--- src/rtl/riscv_pkg.sv ---
// Shared core definitions: fetch FSM states, bubble encoding, reset PC and
// the register-field positions used by fetch, decode and the hazard unit.
package riscv_pkg;

  typedef enum logic {
    FETCH = 1'b0,
    HELD  = 1'b1
  } fetch_state_t;

  localparam logic [31:0] NOP_INSTR = 32'h0000_0013;
  localparam logic [31:0] RESET_PC  = 32'h0000_0000;

  localparam int REG_W   = 5;
  localparam int RS1_LSB = 15;
  localparam int RS2_LSB = 20;
  localparam int RD_LSB  = 7;

endpackage

--- src/rtl/if_id_reg.sv ---
// IF/ID pipeline register: bubble beats load, otherwise hold; one-cycle latency.
// A bubble keeps the old PC and replaces the instruction with NOP_INSTR.
module if_id_reg
  import riscv_pkg::*;
(
  input  logic        clk,
  input  logic        rst,
  input  logic        load,
  input  logic        bubble,
  input  logic [31:0] pc_d,
  input  logic [31:0] instr_d,
  output logic [31:0] pc_q,
  output logic [31:0] instr_q,
  output logic        valid_q
);

  always_ff @(posedge clk) begin
    if (rst) begin
      pc_q    <= 32'h0000_0000;
      instr_q <= NOP_INSTR;
      valid_q <= 1'b0;
    end else if (bubble) begin
      instr_q <= NOP_INSTR;
      valid_q <= 1'b0;
    end else if (load) begin
      pc_q    <= pc_d;
      instr_q <= instr_d;
      valid_q <= 1'b1;
    end
  end

endmodule

--- src/rtl/fetch_stage.sv ---
// Instruction fetch: PC, FETCH/HELD FSM and the stall hold buffer feeding IF/ID.
// One-cycle memory-to-IF/ID latency; STALL holds PC and IF/ID, FLUSH redirects.
module fetch_stage
  import riscv_pkg::*;
(
  input  logic        CLK,
  input  logic        RST,
  input  logic        STALL,
  input  logic        FLUSH,
  input  logic [31:0] BRANCH_TARGET,
  output logic        IMEM_REQ,
  output logic [31:0] IMEM_ADDR,
  input  logic [31:0] IMEM_RDATA,
  input  logic        IMEM_READY,
  output logic [31:0] PC_IF_ID,
  output logic [31:0] INSTR_IF_ID,
  output logic        VALID_IF_ID,
  output logic [4:0]  ARS1_IF_ID,
  output logic [4:0]  ARS2_IF_ID,
  output logic [4:0]  ARD_IF_ID
);

  fetch_state_t state, state_nxt;
  logic [31:0]  pc, pc_nxt;
  logic [31:0]  hold_buf, hold_buf_nxt;
  logic         ifid_load, ifid_bubble;
  logic [31:0]  ifid_instr;

  always_ff @(posedge CLK) begin
    if (RST) begin
      state    <= FETCH;
      pc       <= RESET_PC;
      hold_buf <= 32'h0000_0000;
    end else begin
      state    <= state_nxt;
      pc       <= pc_nxt;
      hold_buf <= hold_buf_nxt;
    end
  end

  always_comb begin
    state_nxt    = state;
    pc_nxt       = pc;
    hold_buf_nxt = hold_buf;
    ifid_load    = 1'b0;
    ifid_bubble  = 1'b0;
    ifid_instr   = IMEM_RDATA;
    // A redirect always wins; any in-flight or buffered fetch is simply dropped.
    if (FLUSH) begin
      pc_nxt      = BRANCH_TARGET & ~32'h0000_0003;
      ifid_bubble = 1'b1;
      state_nxt   = FETCH;
    end else begin
      case (state)
        FETCH: begin
          if (IMEM_READY && !STALL) begin
            ifid_load = 1'b1;
            pc_nxt    = pc + 32'd4;
          end else if (IMEM_READY) begin
            hold_buf_nxt = IMEM_RDATA;
            state_nxt    = HELD;
          end else if (!STALL) begin
            ifid_bubble = 1'b1;
          end
        end
        HELD: begin
          if (!STALL) begin
            ifid_load  = 1'b1;
            ifid_instr = hold_buf;
            pc_nxt     = pc + 32'd4;
            state_nxt  = FETCH;
          end
        end
        default: state_nxt = FETCH;
      endcase
    end
  end

  assign IMEM_REQ  = (state == FETCH);
  assign IMEM_ADDR = pc;

  if_id_reg u_if_id (
    .clk     (CLK),
    .rst     (RST),
    .load    (ifid_load),
    .bubble  (ifid_bubble),
    .pc_d    (pc),
    .instr_d (ifid_instr),
    .pc_q    (PC_IF_ID),
    .instr_q (INSTR_IF_ID),
    .valid_q (VALID_IF_ID)
  );

  assign ARS1_IF_ID = INSTR_IF_ID[RS1_LSB +: REG_W];
  assign ARS2_IF_ID = INSTR_IF_ID[RS2_LSB +: REG_W];
  assign ARD_IF_ID  = INSTR_IF_ID[RD_LSB  +: REG_W];

endmodule

--- config.mk ---
export PLATFORM = sky130hd
export DESIGN_NAME = fetch_stage
export DESIGN_NICKNAME = d
export VERILOG_FILES = /design/src/rtl/riscv_pkg.sv /design/src/rtl/if_id_reg.sv /design/src/rtl/fetch_stage.sv
export SDC_FILE = /design/constraint.sdc
export NUM_CORES = 1
export LEC_CHECK = 0
export BUFFER_PORTS_ARGS = -buffer_cell sky130_fd_sc_hd__buf_4
export CORE_MARGIN = 10
export CORE_UTILIZATION = 46
export DETAILED_ROUTE_END_ITERATION = 16
export PLACE_DENSITY = 0.76
export SYNTH_ARGS = -nofsm -noshare
export SYNTH_HDL_FRONTEND = slang
export SYNTH_SLANG_ARGS = --single-unit
--- constraint.sdc ---
create_clock -name CLK -period 1.8 [get_ports CLK]
set_input_delay 0.09 -clock CLK [delete_from_list [all_inputs] [get_ports CLK]]
set_output_delay 0.09 -clock CLK [all_outputs]
set_load 0.01 [all_outputs]
Yosys cells after proc, flatten, opt, wreduce, memory -nomap -nowiden

Index checks and enable logic that the tools add are counted.

$add $sub $neg: 1
Equality and inequality tests: 4
Mux-type cells: 19
Bitwise gates (word level): 4
Reductions and logical operators: 8

Operator list:

| operator              | number |
|---|---|
| $mux 32               | 6 |
| $pmux 32 s2           | 1 |
| $add 32x3->32 const B | 1 |
| $mux 1                | 10 |
| $reduce_and 2->1      | 3 |
| $not 1->1             | 4 |
| $pmux 1 s2            | 2 |
| $reduce_and 4->1      | 1 |
| $reduce_or 2->1       | 2 |
| $ne 3x2->1 const B    | 1 |
| $ne 3x3->1 const B    | 1 |
| $ne 2x1->1 const B    | 1 |
| $ne 2x2->1 const B    | 1 |
| $logic_and 1x1->1     | 1 |
| $logic_not 1->1       | 1 |

Flip-flop bits (word level): 130
Input port bits: 69
Output and inout bits: 113
Word-level logic and storage cells: 43

Longest topological paths before layout

Gate-level depths: netlist (run 1).

Depth in word-level cells: 7
Depth in mapped cells: 7
Depth with buffers taken out: 5

Hierarchy

A second synthesis (run 1) with hierarchy kept.

Cell total of the unflattened synthesis: 666
Area, all modules: 5993.2 um^2

Modules (own cells, without submodules):

| module      | instances | cells an instance | area an instance (um^2) | sequential area each (um^2) |
|---|---|---|---|---|
| fetch_stage | 1         | 413               | 3338.2                  | 1261.2 |
| if_id_reg   | 1         | 253               | 2655.0                  | 1301.2 |

Worst setup path before layout (run 1)

Ideal clock, no wire load.

Path kind: register -> register
From: reg pc[2] (netlist: IMEM_ADDR[2])
To: reg pc[24] (netlist: IMEM_ADDR[24])
Setup time: 91 ps
Arrival: 1842 ps
Required time: 1709 ps
Slack: -133 ps
Cell stages (with the launch flop): 6
Buffers on the path: 0
Period minus slack after synthesis: 1933 ps
Path through: dfxtp_1 > ha_1 > and4_1 > nand4_4 > or4_1 > a311oi_1

Cells in the longest elaborated chain, start to end: 4
Elaborated cells on any way between the ends: 5
Classes of those cells: add/sub: 1; mux: 4

RTL lines:

| element                           | RTL line                             | text |
|---|---|---|
| from (decl)                       | fetch_stage.sv:24                    | `logic [31:0] pc, pc_nxt;` |
| from (signal assigned)            | fetch_stage.sv:36                    | `pc <= pc_nxt;` |
| $add 32x3->32 (*)                 | fetch_stage.sv:58, fetch_stage.sv:70 |  |
| $mux 32, on equally long branches | fetch_stage.sv:67, fetch_stage.sv:56 |  |
| $pmux 32 s2 (*)                   | fetch_stage.sv:54                    | `case (state)` |
| $mux 32 (*)                       | fetch_stage.sv:49                    | `if (FLUSH) begin` |

Mark *: on every way between the ends. The rest lies on a longest branch, timed or not. The select of a mux whose other input is x is not followed.
A chain may end at the register's enable or synchronous reset.

Final worst setup path (run 1)

Same ends and word-level chain as after synthesis.

==> results by group, run 1 <==
Run status
  • Run status: finished clean

Floorplanning
  • Area of the die: 17100 um^2
  • Std-Cell Rows: 40
  • Floorplan Core Area: ~12000 um^2
  • Initial Utilization: 47.0%
  • Top Ports: 182
  • Chip height: 131 um
  • Horizontal extent of the die: about 130 um

Drt
  • Residual DRC count: 0
  • Antenna Violating Nets Remaining: 0
  • Via density: 5.51
  • DR vias: ~5900
  • Number of iterations in the first detailed-routing pass: 5
  • Detailed Route Iter0 Violations: 532
  • Routed WL: 18800 um
  • WL/cell: 17.6 um

Final layout
  • Fill cell count: 911
  • Final cell count without fillers: 1070
  • Top library cells by usage in the layout, fill and taps aside: buf_4 (217), nand2_1 (142), dfxtp_1 (123), a21oi_1 (68)
  • Antenna diode instance count: 0
  • Post-route design area: 8370 um^2
  • Most common cell after layout, fill and taps aside: buf_4
  • Net count, final: 981
  • Synthesis-to-finish area growth: 48.1%
  • Fraction of layout cells with a size suffix above 1: 28.7%

Placement
  • Port bufs: 175
  • DPL Wire Length: 12400 um
  • Dpl cell area: 7210 um^2
  • Routability congestion estimate: 0.894
  • Inst Count DP: 978
  • Setup Slack @ Placement: a little under 70 ps

Critical path
  • Biggest fanout along the worst timing path: 6
  • Cell chain of the critical path: ha_4 > and4_4 > nand4_4 > or4_4 > a311oi_2
  • Data arrival time of the critical path: ~2100 ps
  • Crit path largest cell delay: 550 ps
  • Critical Path Start Type: flip-flop
  • Data required time at the worst endpoint: 2130 ps
  • Critical path endpoint category: flip-flop
  • WS Path Type: flip-flop to flip-flop
  • Standard cell with the maximum stage delay on the critical path: or4_4

Job
  • Max-cap violation count: 0

Timing
  • Setup Skew: ~7.4 ps
  • Crit share post-route: 97.8%
  • Minimum clock period: 1760 ps
  • Smallest setup slack after layout: between 40 and 50 ps
  • Fin. Hold Viols: 0
  • Max-slew violations: 0
  • Upper clock frequency limit: 0.568 GHz
  • Final Setup Violations: 0
  • RSZ-0062 raised after global routing: true

Power and ir drop
  • Leakage: ~0.0036 uW
  • PnR Total Power: 6990 uW
  • Power density over cell area: roughly 840 nW/um^2
  • Worst ir drop on vdd: 0.455 mV

Yosys
  • Post-synthesis sequential element count: 126
  • Post-synthesis instance total: just under 700
  • Number of warning messages in the yosys log: 0
  • Mean area per synthesized cell: a little over 8 um^2
  • Post-synth cell types: 54
  • Number of enable flip-flop cells after synthesis: 0
  • Post-synthesis instance area: 5650 um^2
  • Most frequently used flop master after synthesis: dfxtp_1
  • Async set-reset flop share out of synthesis: 0%
  • Register area share after synthesis: 44.7%

Global route
  • Via count of the first global-routing pass: 5827
  • Initial antenna violation count: 0
  • All-layer global routing usage: 21.7%
  • Wire length of the first global-routing pass: 29600 um
  • Sum of overflow across all layers after global routing: 0
  • Pin count of the biggest net entering global routing: 91

Clock tree
  • Clock-pin slew reported for the worst setup and hold paths after clock tree synthesis: 60 ps
  • CTS HTree Levels: 4
  • Root Buffer Master: clkbuf_16
  • Number of clock buffers inserted by TritonCTS: 17
  • Maximum count of clock buffers along a single path: 2
  • Number of clock sinks: 126
  • Clock tree from TritonCTS: done
  • Insertion delay to the later sink of the worst-skew pair: 420 ps

Min path
  • HP Class: primary input to flip-flop
==> layout make-up <==
| type | instances | area, um^2 | share of cell area, % |
|---|---|---|---|
| inverter | 9 | 33.8 | 0.404 |
| clock inverter | 7 | 65.1 | 0.778 |
| sequential | 126 | 2530 | 30.2 |
| multi-input combinational | 478 | 2810 | 33.6 |
| timing repair buffer | 279 | 2280 | 27.2 |
| clock buffer | 24 | 462 | 5.52 |
| tap | 147 | 184 | 2.20 |
==> metal layers <==
metal,up-vias,GRT usage [%],wire (um)
li1,2853,-,-
met1,2748,24.7,7520
met2,260,36.7,9230
met3,30,7.13,1730
met4,0,8.76,316
met5,-,0,0
==> sequential cells by signal, summed over array words and instances, names as in the netlist <==
register and flops:
IMEM_ADDR 30, state 1, hold_buf 32, u_if_id.instr_q 32, u_if_id.pc_q 30, u_if_id.valid_q 1
==> path summary, 6_finish.rpt <==
path         cells after the start             to         startpoint  slack, ps
max                              5  IMEM_ADDR[24]       IMEM_ADDR[2]         40
max reg2reg                      5  IMEM_ADDR[24]       IMEM_ADDR[2]         40
min                              3  IMEM_ADDR[10]  BRANCH_TARGET[10]         30
min reg2reg                      2   hold_buf[31]       hold_buf[31]        450
==> cells in the mapped netlist (5+ instances only) <==
master,number,share of area [%]
dfxtp_1,126,45
nor2_1,59,3.9
and3_1,8,0.89
a211o_1,5,0.78
and4_1,9,1.4
inv_1,9,0.60
nand4_1,15,1.7
nor3_1,14,1.2
mux2i_1,32,5.7
nand2_1,142,9.4
a211oi_1,37,4.9
nor4_1,5,0.55
nand3_1,11,0.97
buf_2,10,0.89
clkbuf_1,38,2.5
a311oi_1,6,0.93
a21oi_1,68,6.0
buf_4,19,2.5
xnor2_1,5,0.78
==> kinds of logic (layout without fill, tap and decap cells) <==
| kind of cell | Yosys count | after routing | share of synthesized area, % |
|---|---|---|---|
| compound gates | 150 | 150 | 18.0 |
| xor+xnor | 8 | 8 | 1.24 |
| fa+ha+maj | 1 | 1 | 0.221 |
| buf+inv | 78 | 319 | 6.80 |
| flops | 126 | 126 | 44.7 |
| mux | 32 | 32 | 5.67 |
| other cells | 1 | 4 | 0.0664 |
| simple gates | 283 | 283 | 23.4 |
==> timing repair <==
action | in CTS | in global routing
setup endpoints to repair | 0 | 7
hold endpoints to repair | 58 | 0
setup buffers | 0 | 2
resized for setup | 0 | 6
hold buffers | 59 | 0
==> where the power goes <==
part | internal (uW) | switching (uW)
clock network | 1910 | 1170
registers | 2890 | 97.2
logic | 461 | 450
total | 5270 | 1720
==> stage by stage <==
step                hold WS, ps  utilization [%]  TNS (ps)
floorplan                   216                -         0
global placement            314             60.0         0
detailed placement          331             60.0         0
CTS                       0.638             69.3         0
global route               41.7             69.7     -41.1
finish                     27.6             69.7         0
==> critical path, delay by kind of cell (launching register included) <==
family	cells	cell delay, ps
adders and majority gates	1	130
AOI/OAI and AO/OA	1	240
DFF	1	350
and+or+nand+nor	3	950
Note: power is estimated with default switching activity, not from simulation.
==> run 2: changes to the inputs <==
MAX_ROUTING_LAYER = met4   (was default)
==> run 2 against run 1 <==
Against the previous run:
- final cell count decreased by 0.19%
- maximum frequency decreased by 0.44%
- first-iteration DRC count decreased by 10%
- combinational power about the same
- hold slack got worse by 7.4 ps
- critical path depth unchanged
==> results by group, run 2 (synthesis results as in run 1) <==
Run status
  • Run status: finished clean

Timing
  • Crit share post-route: 98.2% (+0.43 points)
  • RSZ-0062 raised after global routing: false
  • Minimum clock period: 1770 ps (+7.74 ps)
  • Smallest setup slack after layout: 32.5 ps (-7.74 ps)
  • Max-slew violations: 0 (unchanged)
  • Final Setup Violations: 0 (unchanged)
  • Setup Skew: 7.72 ps (+0.326 ps)
  • Upper clock frequency limit: 0.566 GHz (-0.44%)
  • Fin. Hold Viols: 0 (unchanged)

Drt
  • Residual DRC count: 0 (unchanged)
  • Metal1 wirelength: 7780 um (+3.5%)
  • DR vias: 5888 (-0.051%)
  • Antenna Violating Nets Remaining: 0 (unchanged)
  • Number of iterations in the first detailed-routing pass: 6 (+1)
  • Wire length on met2: 9270 um (+0.41%)
  • WL/cell: 17.6 um (about the same)
  • Routed WL: 18800 um (-0.13%)
  • Routed met3 length: 1530 um (-12%)
  • Detailed Route Iter0 Violations: 479 (-10%)
  • Via density: 5.51 (+0.14%)
  • Top Metal Used: met4

Placement
  • Routability congestion estimate: 0.874 (-2.3%)
  • Inst Count DP: 978 (unchanged)
  • DPL Wire Length: 12700 um (+2.1%)
  • Port bufs: 175 (unchanged)
  • Dpl cell area: 7220 um^2 (+0.17%)
  • Setup Slack @ Placement: -2.74 ps (-72.3 ps)

Floorplanning
  • Area of the die: 17100 um^2 (unchanged)
  • Std-Cell Rows: 40 (unchanged)
  • Horizontal extent of the die: 131 um (unchanged)
  • Top Ports: 182 (unchanged)
  • Floorplan Core Area: 12000 um^2 (unchanged)
  • Chip height: 131 um (unchanged)
  • Initial Utilization: 47.0% (unchanged)

Critical path
  • Data required time at the worst endpoint: 2120 ps (about the same)
  • WS Path Type: flip-flop to flip-flop
  • Critical path buffers and inverters: 0 (unchanged)
  • Data arrival time of the critical path: 2090 ps (about the same)
  • Critical path endpoint category: flip-flop
  • Standard cell with the maximum stage delay on the critical path: or4_1
  • Biggest fanout along the worst timing path: 6 (unchanged)
  • Critical Path Start Type: flip-flop
  • Crit-path leading delay family: simple AND/OR/NAND/NOR gates
  • Cell chain of the critical path: ha_4 > and4_4 > nand4_4 > or4_1 > a311oi_1
  • Crit path largest cell delay: 500 ps (-50 ps)

Job
  • Max-cap violation count: 0 (unchanged)

Clock tree
  • Number of clock buffers inserted by TritonCTS: 17 (unchanged)
  • Maximum count of clock buffers along a single path: 2 (unchanged)
  • Clock-pin slew reported for the worst setup and hold paths after clock tree synthesis: 60 ps (about the same)
  • Root Buffer Master: clkbuf_16
  • Insertion delay to the later sink of the worst-skew pair: 420 ps (about the same)
  • Clock tree from TritonCTS: done
  • Post-CTS setup buffers: 0 (unchanged)
  • CTS HTree Levels: 4 (unchanged)
  • Number of clock sinks: 126 (unchanged)

Global route
  • Via count of the first global-routing pass: 5821 (-0.10%)
  • Pin count of the biggest net entering global routing: 91 (unchanged)
  • Initial antenna violation count: 0 (unchanged)
  • Wire length of the first global-routing pass: 29700 um (+0.30%)
  • All-layer global routing usage: 22.5% (+0.81 points)
  • Sum of overflow across all layers after global routing: 0 (unchanged)

Power and ir drop
  • PnR Total Power: 7170 uW (+2.5%)
  • Worst ir drop on vdd: 0.545 mV (+20%)
  • Leakage: 0.00364 uW (+0.53%)
  • Power density over cell area: 853 nW/um^2 (+2.2%)

Final layout
  • Fill cell count: 908 (-0.33%)
  • Synthesis-to-finish area growth: 48.6%
  • Final cell count without fillers: 1068 (-0.19%)
  • Register cell area after layout: 2530 um^2 (about the same)
  • Fraction of layout cells with a size suffix above 1: 28.8% (+0.062 points)
  • Area of the multi-input gates: 2810 um^2 (-0.13%)
  • Antenna diode instance count: 0 (unchanged)
  • Util after Layout: 69.9% (+0.24 points)
  • Most common cell after layout, fill and taps aside: buf_4
  • Largest registers ranked by flip-flop count: hold_buf (32), u_if_id.instr_q (32)
  • Top library cells by usage in the layout, fill and taps aside: buf_4 (214), nand2_1 (142), dfxtp_1 (124), a21oi_1 (68)
  • Post-route design area: 8400 um^2 (+0.34%)
  • Net count, final: 979 (-0.20%)

Min path
  • HP Class: primary input to flip-flop
## run 2: per-stage QoR
step / hold slack [ps] / TNS (ps)
finish: 20.2 / 0
global route: 5.19 / 0
CTS: 1.06 / 0
floorplan: 216 / 0
detailed placement: 323 / -2.74
global placement: 315 / 0
## run 2: worst min-delay path: stages
cell      delay (ps)
buf_4             80
nand2b_1          90
o311a_1          150
## run 2: area by class of cell
| cell class | count | area share, % |
|---|---|---|
| Clock inverter | 6 | 0.686 |
| Timing Repair Buffer | 277 | 27.1 |
| Sequential cell | 126 | 30.1 |
| Tap cell | 147 | 2.19 |
| Clock buffer | 25 | 6.02 |
| Inverter | 9 | 0.402 |
| Multi-Input combinational cell | 478 | 33.5 |
## run 2: final timing paths
| path | from | to | slack [ps] | cells past startpoint |
|---|---|---|---|---|
| worst max-delay path | IMEM_ADDR[2] | IMEM_ADDR[22] | 30 | 5 |
| worst min-delay path | BRANCH_TARGET[10] | IMEM_ADDR[10] | 20 | 3 |
| worst max register to register | IMEM_ADDR[2] | IMEM_ADDR[22] | 30 | 5 |
| worst min register to register | hold_buf[13] | hold_buf[13] | 450 | 2 |
## run 2: power breakdown
group | switching (uW) | internal (uW) | leakage [uW]
clock network | 1200 | 2060 | 0.000279
registers | 95.9 | 2890 | 0.00103
logic | 450 | 462 | 0.00234
## run 2: what timing repair did
item,4_1_cts,5_1_grt
hold buffers,59,0
gates resized for setup,1,4
setup endpoints to repair,1,5
endpoints found under the hold margin,58,0
pin swaps,0,2
## run 2: routing by layer
| layer | GRT usage [%] | up-vias |
|---|---|---|
| li1 | - | 2845 |
| met1 | 26.1 | 2777 |
| met2 | 36.5 | 243 |
| met3 | 7.33 | 23 |
| met4 | 6.54 | 0 |
| met5 | - | - |
==> run 3: changes to the inputs <==
SETUP_SLACK_MARGIN = 0.3   (was default)
==> run 3 against run 2 <==
Against the previous run:
- routed wire length increased by 16%
- non-clock buffer count rose by 34
- combinational power up 16%
- sequential cell count stayed put
- critical path type unchanged
- sequential share of layout area decreased by 2.1 points
- worst setup slack got worse by 5.2 ps
- hold slack improved by 13 ps
- maximum frequency shrank 0.29%
- highest routed layer unchanged
- first-iteration DRC count increased by 44%
- register-to-register slack about the same
- critical endpoint is now IMEM_ADDR[12]
==> results by group, run 3 (synthesis results as in run 1) <==
Clock tree
  • CTS HTree Levels: 4 (unchanged)
  • Clock-pin slew reported for the worst setup and hold paths after clock tree synthesis: 60 ps (about the same)
  • Insertion delay to the later sink of the worst-skew pair: 420 ps (about the same)
  • Root Buffer Master: clkbuf_16
  • Maximum count of clock buffers along a single path: 2 (unchanged)
  • Number of clock sinks: 126 (unchanged)
  • Clock tree from TritonCTS: done
  • Number of clock buffers inserted by TritonCTS: 17 (unchanged)

Floorplanning
  • Floorplan Core Area: 12000 um^2 (unchanged)
  • Chip height: 131 um (unchanged)
  • Std-Cell Rows: 40 (unchanged)
  • Top Ports: 182 (unchanged)
  • Horizontal extent of the die: 131 um (unchanged)
  • Area of the die: 17100 um^2 (unchanged)
  • Initial Utilization: 47.0% (unchanged)

Timing
  • Setup Skew: 12.1 ps (+4.35 ps)
  • Fin. Hold Viols: 0 (unchanged)
  • Final setup TNS: 0 ps (unchanged)
  • Minimum clock period: 1770 ps (+5.19 ps)
  • Max-slew violations: 0 (unchanged)
  • Crit share post-route: 98.5% (+0.29 points)
  • Final Setup Violations: 0 (unchanged)
  • Worst slew slack as a fraction of its limit: 54.8%
  • Upper clock frequency limit: 0.564 GHz (-0.29%)
  • RSZ-0062 raised after global routing: true
  • Slew @ Worst Pin: 678 ps
  • Smallest setup slack after layout: 27.3 ps (-5.19 ps)

Drt
  • Routed WL: 21800 um (+16%)
  • Residual DRC count: 0 (unchanged)
  • WL/cell: 19.8 um (+13%)
  • Via density: 5.77 (+4.7%)
  • Number of iterations in the first detailed-routing pass: 5 (-1)
  • DR vias: 6359 (+8.0%)
  • Detailed Route Iter0 Violations: 691 (+44%)
  • Antenna Violating Nets Remaining: 0 (unchanged)

Placement
  • Setup Slack @ Placement: 54.3 ps (+57.0 ps)
  • DPL Wire Length: 12800 um (+0.73%)
  • Port bufs: 175 (unchanged)
  • Routability congestion estimate: 0.864 (-1.1%)
  • Inst Count DP: 966 (-1.2%)

Final layout
  • Synthesis-to-finish area growth: 62.5%
  • Net count, final: 1013 (+3.5%)
  • Top library cells by usage in the layout, fill and taps aside: buf_4 (226), nand2_1 (139), dfxtp_1 (108), a21oi_1 (65), dlygate4sd3_1 (62)
  • Fraction of layout cells with a size suffix above 1: 36.5% (+7.8 points)
  • Antenna diode instance count: 0 (unchanged)
  • Largest registers ranked by flip-flop count: hold_buf (32), u_if_id.instr_q (32)
  • Final cell count without fillers: 1102 (+3.2%)
  • Most common cell after layout, fill and taps aside: buf_4

Global route
  • Initial antenna violation count: 0 (unchanged)
  • Pin count of the biggest net entering global routing: 63 (-31%)
  • Via count of the first global-routing pass: 6180 (+6.2%)
  • All-layer global routing usage: 24.1% (+1.7 points)
  • Sum of overflow across all layers after global routing: 0 (unchanged)
  • Wire length of the first global-routing pass: 31900 um (+7.2%)

Critical path
  • Critical path endpoint category: flip-flop
  • Critical Path Start Type: flip-flop
  • WS Path Type: flip-flop to flip-flop
  • Data required time at the worst endpoint: 2050 ps (-70 ps)
  • Data arrival time of the critical path: 2020 ps (-70 ps)
  • Biggest fanout along the worst timing path: 4 (-2)

Power and ir drop
  • Worst ir drop on vdd: 0.572 mV (+4.8%)
  • Power density over cell area: 810 nW/um^2 (-5.1%)
  • Leakage: 0.00397 uW (+9.0%)
  • PnR Total Power: 7430 uW (+3.7%)

Run status
  • Run status: finished clean

Min path
  • HP Class: primary input to flip-flop

Job
  • Max-cap violation count: 0 (unchanged)
[run 3: layout make-up]
class,count,area (um^2)
repair buffers,311,2740
inverters,9,33.8
well taps,147,184
clock inverters,6,82.6
multi-input cells,478,3080
clock buffers,25,495
fillers,761,2840
flip-flops and latches,126,2570
[run 3: worst paths after layout]
path | from | end | slack, ps | depth (start not counted)
worst max-delay path | IMEM_ADDR[3] | IMEM_ADDR[12] | 30 | 6
worst min-delay path | FLUSH | IMEM_ADDR[18] | 30 | 2
worst max register to register | IMEM_ADDR[3] | IMEM_ADDR[12] | 30 | 6
worst min register to register | hold_buf[26] | hold_buf[26] | 450 | 2
[run 3: what timing repair did]
item | in CTS | in global routing
hold buffers | 62 | 0
cloned | 2 | 3
endpoints found under the setup margin | 43 | 52
buffers inserted | 23 | 15
pin swaps | 16 | 12
endpoints found under the hold margin | 61 | 0
resized for setup | 29 | 56
[run 3: routing by layer]
layer | vias up | wire (um) | global-route usage [%] | share of wire (%)
met3 | 58 | 1910 | 5.64 | 8.7
met1 | 3037 | 8200 | 26.3 | 38
met2 | 352 | 11200 | 41.6 | 51
met5 | - | 0 | - | 0
met4 | 0 | 503 | 10.0 | 2.3
li1 | 2912 | - | - | -
[run 3: critical path: stages (launching register included)]
cell and delay, ps:
dfxtp_4 370, ha_4 130, buf_4 140, nand2_2 90
nor4_2 280, nor3_1 70, a2111oi_0 520
[run 3: power breakdown]
group / total [uW] / internal, uW / switching, uW
registers: 3010 / 2890 / 113
logic: 1060 / 541 / 515
clock network: 3360 / 2170 / 1200
[run 3: through the flow]
step / hold WS, ps / utilization [%] / area [um^2]
CTS: 13.9 / 72.9 / 8760
finish: 32.8 / 76.4 / 9180
global placement: 315 / 59.8 / 7190
detailed placement: 322 / 59.8 / 7190
global route: 26.8 / 76.4 / 9180
floorplan: 216 / - / 5740
